==> config.mk <==
export PLATFORM = sky130hd
export DESIGN_NAME = vga_fb_reader
export DESIGN_NICKNAME = d
export VERILOG_FILES = /design/src/rtl/vga_fb_reader.sv
export SDC_FILE = /design/constraint.sdc
export NUM_CORES = 1
export LEC_CHECK = 0
export CAP_MARGIN = 0
export CORE_AREA = 2 2 78 80
export CTS_CLUSTER_DIAMETER = 40
export CTS_CLUSTER_SIZE = 16
export DETAILED_ROUTE_END_ITERATION = 6
export DIE_AREA = 0 0 80 82
export PLACE_DENSITY = 0.77
export SYNTH_ARGS = -nofsm -noshare
export SYNTH_HDL_FRONTEND = slang
export SYNTH_SLANG_ARGS = --single-unit
export TNS_END_PERCENT = 5
==> constraint.sdc <==
create_clock -name pix_clk -period 2.7 [get_ports pix_clk]
set_input_delay 0.405 -clock pix_clk [delete_from_list [all_inputs] [get_ports pix_clk]]
set_output_delay 0.405 -clock pix_clk [all_outputs]
set_load 0.05 [all_outputs]
==> src/rtl/vga_fb_reader.sv <==
// Framebuffer scan-out: turns scan positions into framebuffer reads and lines the colour up with delayed timing.
// Optional FB_BORDER_EN macro forces a white one-pixel frame around the active area.
module vga_fb_reader #(
    parameter int H_W         = 800,
    parameter int V_H         = 480,
    parameter int SCALE_SHIFT = 1,
    parameter int RD_LAT      = 2,
    parameter int ADDR_W      = 17
) (
    input  logic              pix_clk,
    input  logic              pix_rstn,
    input  logic [15:0]       sx,
    input  logic [15:0]       sy,
    input  logic              hsync_in,
    input  logic              vsync_in,
    input  logic              de_in,
    output logic              fb_rd_en,
    output logic [ADDR_W-1:0] fb_addr,
    input  logic [11:0]       fb_data,
    output logic [7:0]        r,
    output logic [7:0]        g,
    output logic [7:0]        b,
    output logic              hsync,
    output logic              vsync,
    output logic              de,
    output logic              frame_start
);
    localparam int L = 1 + RD_LAT;
    localparam int FB_W = H_W >> SCALE_SHIFT;
    localparam logic [15:0] SY_MASK = 16'((1 << SCALE_SHIFT) - 1);

    logic [ADDR_W-1:0] row_base;
    logic [L-1:0]      hs_dly;
    logic [L-1:0]      vs_dly;
    logic [L-1:0]      de_dly;
    logic [L-1:0]      fs_dly;
    logic              line_end;
    logic              sy_active;
    logic              row_step;
    logic              fs_in;

    assign line_end  = (sx == 16'(H_W));
    assign sy_active = (sy < 16'(V_H));
    // Only the last screen line of each replicated group moves to the next framebuffer row.
    assign row_step  = line_end && ((sy & SY_MASK) == SY_MASK);
    assign fs_in     = de_in && (sx == 16'd0) && (sy == 16'd0);

    always_ff @(posedge pix_clk or negedge pix_rstn) begin
        if (!pix_rstn) begin
            row_base <= '0;
        end else if (!sy_active) begin
            row_base <= '0;
        end else if (row_step) begin
            row_base <= row_base + ADDR_W'(FB_W);
        end
    end

    always_ff @(posedge pix_clk or negedge pix_rstn) begin
        if (!pix_rstn) begin
            fb_addr  <= '0;
            fb_rd_en <= 1'b0;
        end else begin
            fb_rd_en <= de_in;
            if (de_in) begin
                fb_addr <= row_base + ADDR_W'(sx >> SCALE_SHIFT);
            end
        end
    end

    always_ff @(posedge pix_clk or negedge pix_rstn) begin
        if (!pix_rstn) begin
            hs_dly <= '1;
            vs_dly <= '1;
            de_dly <= '0;
            fs_dly <= '0;
        end else begin
            hs_dly <= {hs_dly[L-2:0], hsync_in};
            vs_dly <= {vs_dly[L-2:0], vsync_in};
            de_dly <= {de_dly[L-2:0], de_in};
            fs_dly <= {fs_dly[L-2:0], fs_in};
        end
    end

`ifdef FB_BORDER_EN
    logic [L-1:0] edge_dly;
    logic         edge_in;

    assign edge_in = (sx == 16'd0) || (sx == 16'(H_W - 1)) ||
                     (sy == 16'd0) || (sy == 16'(V_H - 1));

    always_ff @(posedge pix_clk or negedge pix_rstn) begin
        if (!pix_rstn) begin
            edge_dly <= '0;
        end else begin
            edge_dly <= {edge_dly[L-2:0], edge_in};
        end
    end
`endif

    assign hsync       = hs_dly[L-1];
    assign vsync       = vs_dly[L-1];
    assign de          = de_dly[L-1];
    assign frame_start = fs_dly[L-1];

    // Read data arrives in the same cycle as the delayed timing, so colour is a plain mux.
    always_comb begin
        r = '0;
        g = '0;
        b = '0;
        if (de) begin
            r = {fb_data[11:8], fb_data[11:8]};
            g = {fb_data[7:4], fb_data[7:4]};
            b = {fb_data[3:0], fb_data[3:0]};
`ifdef FB_BORDER_EN
            if (edge_dly[L-1]) begin
                r = 8'hFF;
                g = 8'hFF;
                b = 8'hFF;
            end
`endif
        end
    end
endmodule

* Word level (Yosys, flattened, before mapping) *
Index checks and enable logic that the tools add are counted.

word-level totals
  input port bits = 49
  word-level logic and storage cells = 22
  output and inout bits = 46
  register bits after elaboration = 47

operators by class
  reduce and logical (&&, ||, !) cells = 5
  add/subtract/negate cells = 2
  equal/unequal tests = 2
  $lt $le $gt $ge = 1
  muxes and demuxes = 5

operators with widths
  kind                                                                           number
  17-bit two-way mux                                                             2
  16-bit zero test                                                               2
  8-bit two-way mux                                                              3
  17-bit by 15-bit adder with 17-bit output                                      1
  17-bit by 9-bit adder with 17-bit output, second input constant                1
  16-bit by 10-bit == test with 1-bit output, second input constant              1
  16-bit by 9-bit less-than comparator with 1-bit output, second input constant  1
  1-bit logical AND                                                              3
  2-bit by 1-bit != test with 1-bit output, second input constant                1

* Longest topological paths before layout *
Gate-level depths: netlist (run 1).

  depth in word-level cells = 4
  gate-level depth with buffers = 6
  gate-level depth less buffers = 6

* Worst setup path before layout (run 1) *
Ideal clock, no wire load.

  path type = register to output
  from = reg de_dly[2]
  to = out b[4]
  required time = 2.295 ns
  setup slack = 0.668 ns
  buffers on the path = 2
  arrival = 1.627 ns
  stages on the path, launching flop included = 4
  path through = dfrtp_1 > clkbuf_1 > and2_1 > buf_4

between the ends
  cells in the longest elaborated chain, start to end = 1

ends and longest elaborated chain
  element                   line  text
  start: declaration        35    logic [L-1:0] de_dly;
  start signal: assignment  79    de_dly <= {de_dly[L-2:0], de_in};
  8-bit two-way mux         110   if (de) begin
  end: declaration          22    output logic [7:0] b,

No other way between the ends.

* Final worst setup path (run 1) *
  from = in sx[8]
  to = reg fb_addr[14]

between the ends
  cells in the longest elaborated chain, start to end = 1

ends and longest elaborated chain
  element                                    line  text
  start: declaration                         12    input logic [15:0] sx,
  17-bit by 15-bit adder with 17-bit output  65    fb_addr <= row_base + ADDR_W'(sx >> SCALE_SHIFT);
  end signal: assignment                     65
  end: declaration                           18    output logic [ADDR_W-1:0] fb_addr,

No other way between the ends.
A chain may end at the register's enable or synchronous reset.

==> metrics, run 1 <==
status=complete, no violations; Hold/Removal Path Class=in2async; hold buffer count at cts=0; leakage=0.00138 uW; initial antenna violation count=0; Final Cell Area=3400 um2; combinational share of power=26.6%; met3 WL post-DR=435 um; final RePlAce weighted congestion=0.868; DRT Pass-1 Iters=4; cells after synthesis=228; Cell Int Power=roughly 1100 uW; most frequent cells in the layout=clkdlybuf4s50_1 (93), dfrtp_1 (36), nor2_1 (23), xnor2_1 (13); largest net degree at the start of global routing=43; hold_ws=0.240 ns; vias per cell=5.16; post-cts resize count=0; num rows=28; share of cells above drive strength 1=a little over 10%; register share of total power=a little over two fifths; CTS max path bufs=2; Starting DRT DRC Count=86; fillcell total=a little under 500; TritonCTS clock tree=built; Starting Density=between 40% and 50%; Synth Register Bits=42; Post-synth EDFFs=0; setup bufs post-CTS=0; GR Util All Layers=17.6%; area grow syn2layout=43.7%; crit share post-route=84.7%; post-DP HPWL=about 4400 um; Die Ht=82 um; Slew HR=39.6%; IO buf count=between 90 and 100; # IOs=between 90 and 100; vias in the first global route=1932; H-tree depth=2; FFs w/ async S/R, synth=100%; worst-path fanout max=4; Core Region=5750 um2; Mapped Area=2370 um2; global-route wire length before repair=8970 um; sequential fraction of the synthesis area=44.7%; DRT antenna net count=0; Clock Pin Slew Worst Setup and Hold Paths=0.08 ns; cts bufs inserted=5; CP Cell Sequence=clkdlybuf4s50_1 -> ha_1 -> a21oi_1 -> a2bb2oi_1 -> nand3_1 -> a2111o_1 -> o311ai_1; skew final=0.00612 ns; clock share of power=between 30% and 40%; commonest non-fill, non-tap cell in the layout=clkdlybuf4s50_1; sw frac=around 30%; die area=around 6600 um2; post-placement cell area=3290 um2; Setup CP Type=in2reg; syn nets=289; final setup fails=0; VDD IR-drop max=around 0.00035 V; Most used DFF post-synth=dfrtp_1; final slew viol count=0; Routed met2 length=2810 um; R2R setup slack=approximately 0.57 ns; Antenna Cells=0; Unique masters post-synth=44; Critical Path RT=2.90 ns; Hold Fails Final Rpt=0; vias=2008; average size of a mapped cell=10.4 um2; Net Sw Power=around 480 uW; CP max-delay cell=clkdlybuf4s50_1; die width=80 um; CTS Sinks=42; DRC=0; warning count from the yosys run=0; Fmax=437 MHz; Worst-Margin Slew=0.907 ns; final net count=374; setup TNS=0 ns; slowest stage delay, CP=between 0.4 and 0.5 ns; WL/cell=about 14 um; Setup crit start kind=input pin; routed wire length=5490 um; Worst Setup End Kind=flop; power per cell area=467 nW/um2; Clk Latency, worst-skew pair=0.29 ns; Root Driver=clkbuf_8; RSZ-0062 raised after global routing=no; Max Cap Viol=0; Worst Path Arrival=around 2.5 ns; clock period minus final worst setup slack=2.29 ns; grt ovf=0; highest routed layer=met4; M1 WL=2150 um
critical path, delay by kind of cell:
family,cells,cell delay (ns)
buffers and inverters,1,0.47
adder cells (fa/ha/maj),1,0.38
AO/OA/AOI/OAI,4,1.05
AND/OR/NAND/NOR,1,0.19
through the flow:
step / setup slack, ns / total power [uW] / instances / util [%]
final: 0.412 / 1590 / 389 / 59.2
after global routing: 0.232 / 1660 / 389 / 59.2
after CTS: 0.422 / 1610 / 389 / 59.2
after detailed placement: 0.149 / 1120 / 381 / 57.3
after global placement: 0.215 / 1110 / 381 / 57.3
after floorplan: 0.668 / 934 / 228 / -
cells by family (layout without fill, tap and decap cells):
logic type	Yosys count	after routing	share of synthesized area [%]
AOI/OAI and AO/OA	41	41	12.2
xor gates and xnor gates	18	18	6.66
adders and majority gates	12	12	6.34
buffers and inverters	23	109	5.87
DFF	42	42	44.7
muxes	10	10	4.76
and+or+nand+nor	82	82	19.5
state kept, by name, indices dropped and copies added (netlist names):
signal / count
fb_addr: 17
fs_dly: 3
de_dly: 3
vs_dly: 3
hs_dly: 3
row_base: 13
cell usage after synthesis (2+ instances only):
library cell  number  area [um2]
dfrtp_1           36         901
nor2_1            23        86.3
xnor2_1           13         114
and2_1            12        75.1
buf_4             12        90.1
ha_1              12         150
a21oi_1           11        55.1
mux2_2            10         113
nor3_1             9        45.0
nand2_1            8        30.0
dfstp_2            6         158
nor4_1             6        37.5
a21o_1             5        37.5
nand3_1            5        25.0
xor2_1             5        43.8
clkbuf_1           4        15.0
inv_1              4        15.0
nor4_2             4        50.1
a211oi_1           3        22.5
a31oi_1            3        18.8
and3_1             3        18.8
o21a_1             3        22.5
o21ai_1            3        15.0
a41o_1             2        20.0
and4_1             2        17.5
nand4_1            2        12.5
nor2b_1            2        12.5
nor4b_1            2        17.5
o21ai_0            2        10.0
or3_1              2        12.5
path summary, 6_finish.rpt:
check,start,endpoint,cells after the start
min reg2reg,de_dly[1],de_dly[2],0
max reg2reg,row_base[7],fb_addr[14],6
max,sx[8],fb_addr[14],7
min,pix_rstn,row_base[8],1
max in group asynchronous,pix_rstn,fb_addr[5],1
min in group pix_clk,de_dly[1],de_dly[2],0
power by group through the flow:
stage               logic (uW)  clock network [uW]  registers [uW]
floorplan                  149                   0             784
global placement           424                   0             689
detailed placement         426                   0             691
CTS                        427                 509             679
global route               446                 528             683
finish                     423                 488             678
final cells by class:
type	count	area (um2)	share of cell area (%)
Clock buffer	6	72.6	2.13
Clock inverter	2	37.5	1.10
Inverter	5	18.8	0.552
Multi-Input combinational cell	163	1170	34.4
Sequential cell	42	1060	31.1
Tap cell	75	93.8	2.76
Timing Repair Buffer	96	951	28.0
routing by layer:
metal | up-vias | track usage, %
li1 | 983 | -
met1 | 935 | 20.4
met2 | 83 | 32.2
met3 | 7 | 3.74
met4 | 0 | 5.93
met5 | - | 0
(Power assumes the default switching activity.)
==> run 2: changes to the inputs <==
==> constraint.sdc (replaced) <==
create_clock -name pix_clk -period 2.4 [get_ports pix_clk]
set_input_delay 0.36 -clock pix_clk [delete_from_list [all_inputs] [get_ports pix_clk]]
set_output_delay 0.36 -clock pix_clk [all_outputs]
set_load 0.05 [all_outputs]
==> run 2 against run 1 <==
Against the previous run: first-iteration DRC count is 92% higher; critical path depth is the same; flip-flop and latch count stayed put; critical path type unchanged; largest cell class unchanged.
==> metrics, run 2 (synthesis results as in run 1) <==
Cell Int Power=1250 uW (+12%); top flop regs=fb_addr (17), row_base (13); sw frac=30.3% (+0.31 points); CTS max path bufs=2 (unchanged); cts bufs inserted=5 (unchanged); fillcell total=504 (+2.0%); vias=2055 (+2.3%); Slew HR=39.2% (-0.32 points); die area=6560 um2 (unchanged); Worst Setup End Kind=flop; Cells after DPL=386 (+1.3%); area grow syn2layout=42.8%; crit share post-route=91.6%; Max Cap Viol=0 (unchanged); pre-CTS setup slack=-0.0626 ns (-0.211 ns); slowest stage delay, CP=0.46 ns (about the same); IO buf count=94 (unchanged); TritonCTS clock tree=built; Net Sw Power=541 uW (+14%); share of cells above drive strength 1=19.1% (+8.9 points); Setup CP Type=in2reg; total power=1790 uW (+13%); DRT antenna net count=0 (unchanged); RSZ-0062 raised after global routing=no; num rows=28 (unchanged); post-cts resize count=0 (unchanged); GR Util All Layers=17.9% (+0.33 points); Antenna Cells=0 (unchanged); routed wire length=5760 um (+4.8%); vias per cell=5.22 (+1.0%); DRC=0 (unchanged); Root Driver=clkbuf_8; fin worst setup slack=0.201 ns (-0.211 ns); largest net degree at the start of global routing=43 (unchanged); Fmax=455 MHz; Clk Latency, worst-skew pair=0.29 ns (about the same); combinational share of power=26.4% (-0.2 points); clock share of power=30.9% (+0.2 points); WL/cell=14.6 um (+3.4%); commonest non-fill, non-tap cell in the layout=clkdlybuf4s50_1; # IOs=95 (unchanged); Hold/Removal Path Class=in2async; Final Cell Area=3380 um2 (-0.66%); final slew viol count=0 (unchanged); post-placement cell area=3270 um2 (-0.68%); Finished Layout Cells=394 (+1.3%); Biggest register=fb_addr; status=complete, no violations; vias in the first global route=1987 (+2.8%); Worst-Margin Slew=0.911 ns (+0.00486 ns); highest routed layer=met4; Largest register FFs=17 (unchanged); Hold Fails Final Rpt=0 (unchanged); skew final=0.00423 ns (-0.00188 ns); setup bufs post-CTS=0 (unchanged); initial antenna violation count=0 (unchanged); Worst Path Arrival=2.39 ns (-0.09 ns); Critical Path RT=2.59 ns (-0.31 ns); Starting Density=41.2% (unchanged); CTS Sinks=42 (unchanged); Clock Pin Slew Worst Setup and Hold Paths=0.08 ns (about the same); clock period minus final worst setup slack=2.20 ns; worst-path fanout max=4 (unchanged); post-DP HPWL=4550 um (+2.8%); final setup fails=0 (unchanged); grt ovf=0 (unchanged); global-route wire length before repair=9090 um (+1.3%); power per cell area=529 nW/um2 (+13%); leakage=0.00144 uW (+4.2%); Setup crit start kind=input pin; CP Cell Sequence=clkdlybuf4s50_1 -> ha_1 -> a21oi_1 -> a2bb2oi_1 -> nand3_1 -> a2111o_1 -> o311ai_1; DRT Pass-1 Iters=4 (unchanged); final net count=379 (+1.3%); die width=80 um (unchanged); CP max-delay cell=clkdlybuf4s50_1; Die Ht=82 um (unchanged); M1 WL=2320 um (+7.8%); VDD IR-drop max=0.000341 V (-1.8%); register share of total power=42.7% (about the same); final RePlAce weighted congestion=0.901 (+3.8%); most frequent cells in the layout=clkdlybuf4s50_1 (69), dfrtp_1 (36), buf_4 (31), nor2_1 (23), xnor2_1 (13); Starting DRT DRC Count=165 (+92%); H-tree depth=2 (unchanged); met3 WL post-DR=444 um (+2.1%); Routed met2 length=2950 um (+4.8%); Core Region=5750 um2 (unchanged); hold buffer count at cts=0 (unchanged)
run 2: final timing paths:
check                               to  depth (start not counted)         from  slack [ns]
max in group asynchronous   fb_addr[9]                          1     pix_rstn        1.63
hold / removal               fs_dly[1]                          1     pix_rstn        0.19
setup reg to reg           fb_addr[14]                          6  row_base[7]        0.31
min in group pix_clk         de_dly[2]                          0    de_dly[1]        0.35
hold reg to reg              de_dly[2]                          0    de_dly[1]        0.35
setup / recovery           fb_addr[14]                          7        sx[8]        0.20
run 2: critical path, delay by kind of cell:
| family | cells | cell delay (ns) |
|---|---|---|
| adder cells (fa/ha/maj) | 1 | 0.35 |
| AND/OR/NAND/NOR | 1 | 0.19 |
| buffers and inverters | 1 | 0.46 |
| AO/OA/AOI/OAI | 4 | 1.04 |
run 2: per-stage QoR:
stage / hold WS [ns] / utilization [%] / TNS (ns)
6_report: 0.186 / 58.8 / 0
2_1_floorplan: 0.0644 / - / 0
5_1_grt: 0.279 / 58.8 / 0
4_1_cts: 0.237 / 58.8 / 0
3_5_place_dp: 0.336 / 56.9 / -0.221
3_3_place_gp: 0.333 / 56.9 / -0.0288
run 2: layout make-up:
class | count | area [um2] | area share [%]
multi-input cells | 163 | 1170 | 34.6
inverters | 5 | 18.8 | 0.555
well taps | 75 | 93.8 | 2.78
flip-flops and latches | 42 | 1060 | 31.3
clock inverters | 2 | 37.5 | 1.11
repair buffers | 101 | 928 | 27.5
clock buffers | 6 | 72.6 | 2.15
run 2: power by group through the flow:
stage	registers, uW	logic, uW	clock network (uW)
after floorplan	882	168	0
after global placement	775	473	0
after detailed placement	777	475	0
after CTS	763	477	567
after global routing	767	496	599
final	763	472	552
run 2: metal layers:
layer / global-route usage, % / vias up
met1: 21.4 / 955
met2: 32.7 / 98
met5: 0 / -
met3: 3.74 / 6
met4: 4.92 / 0
li1: - / 996
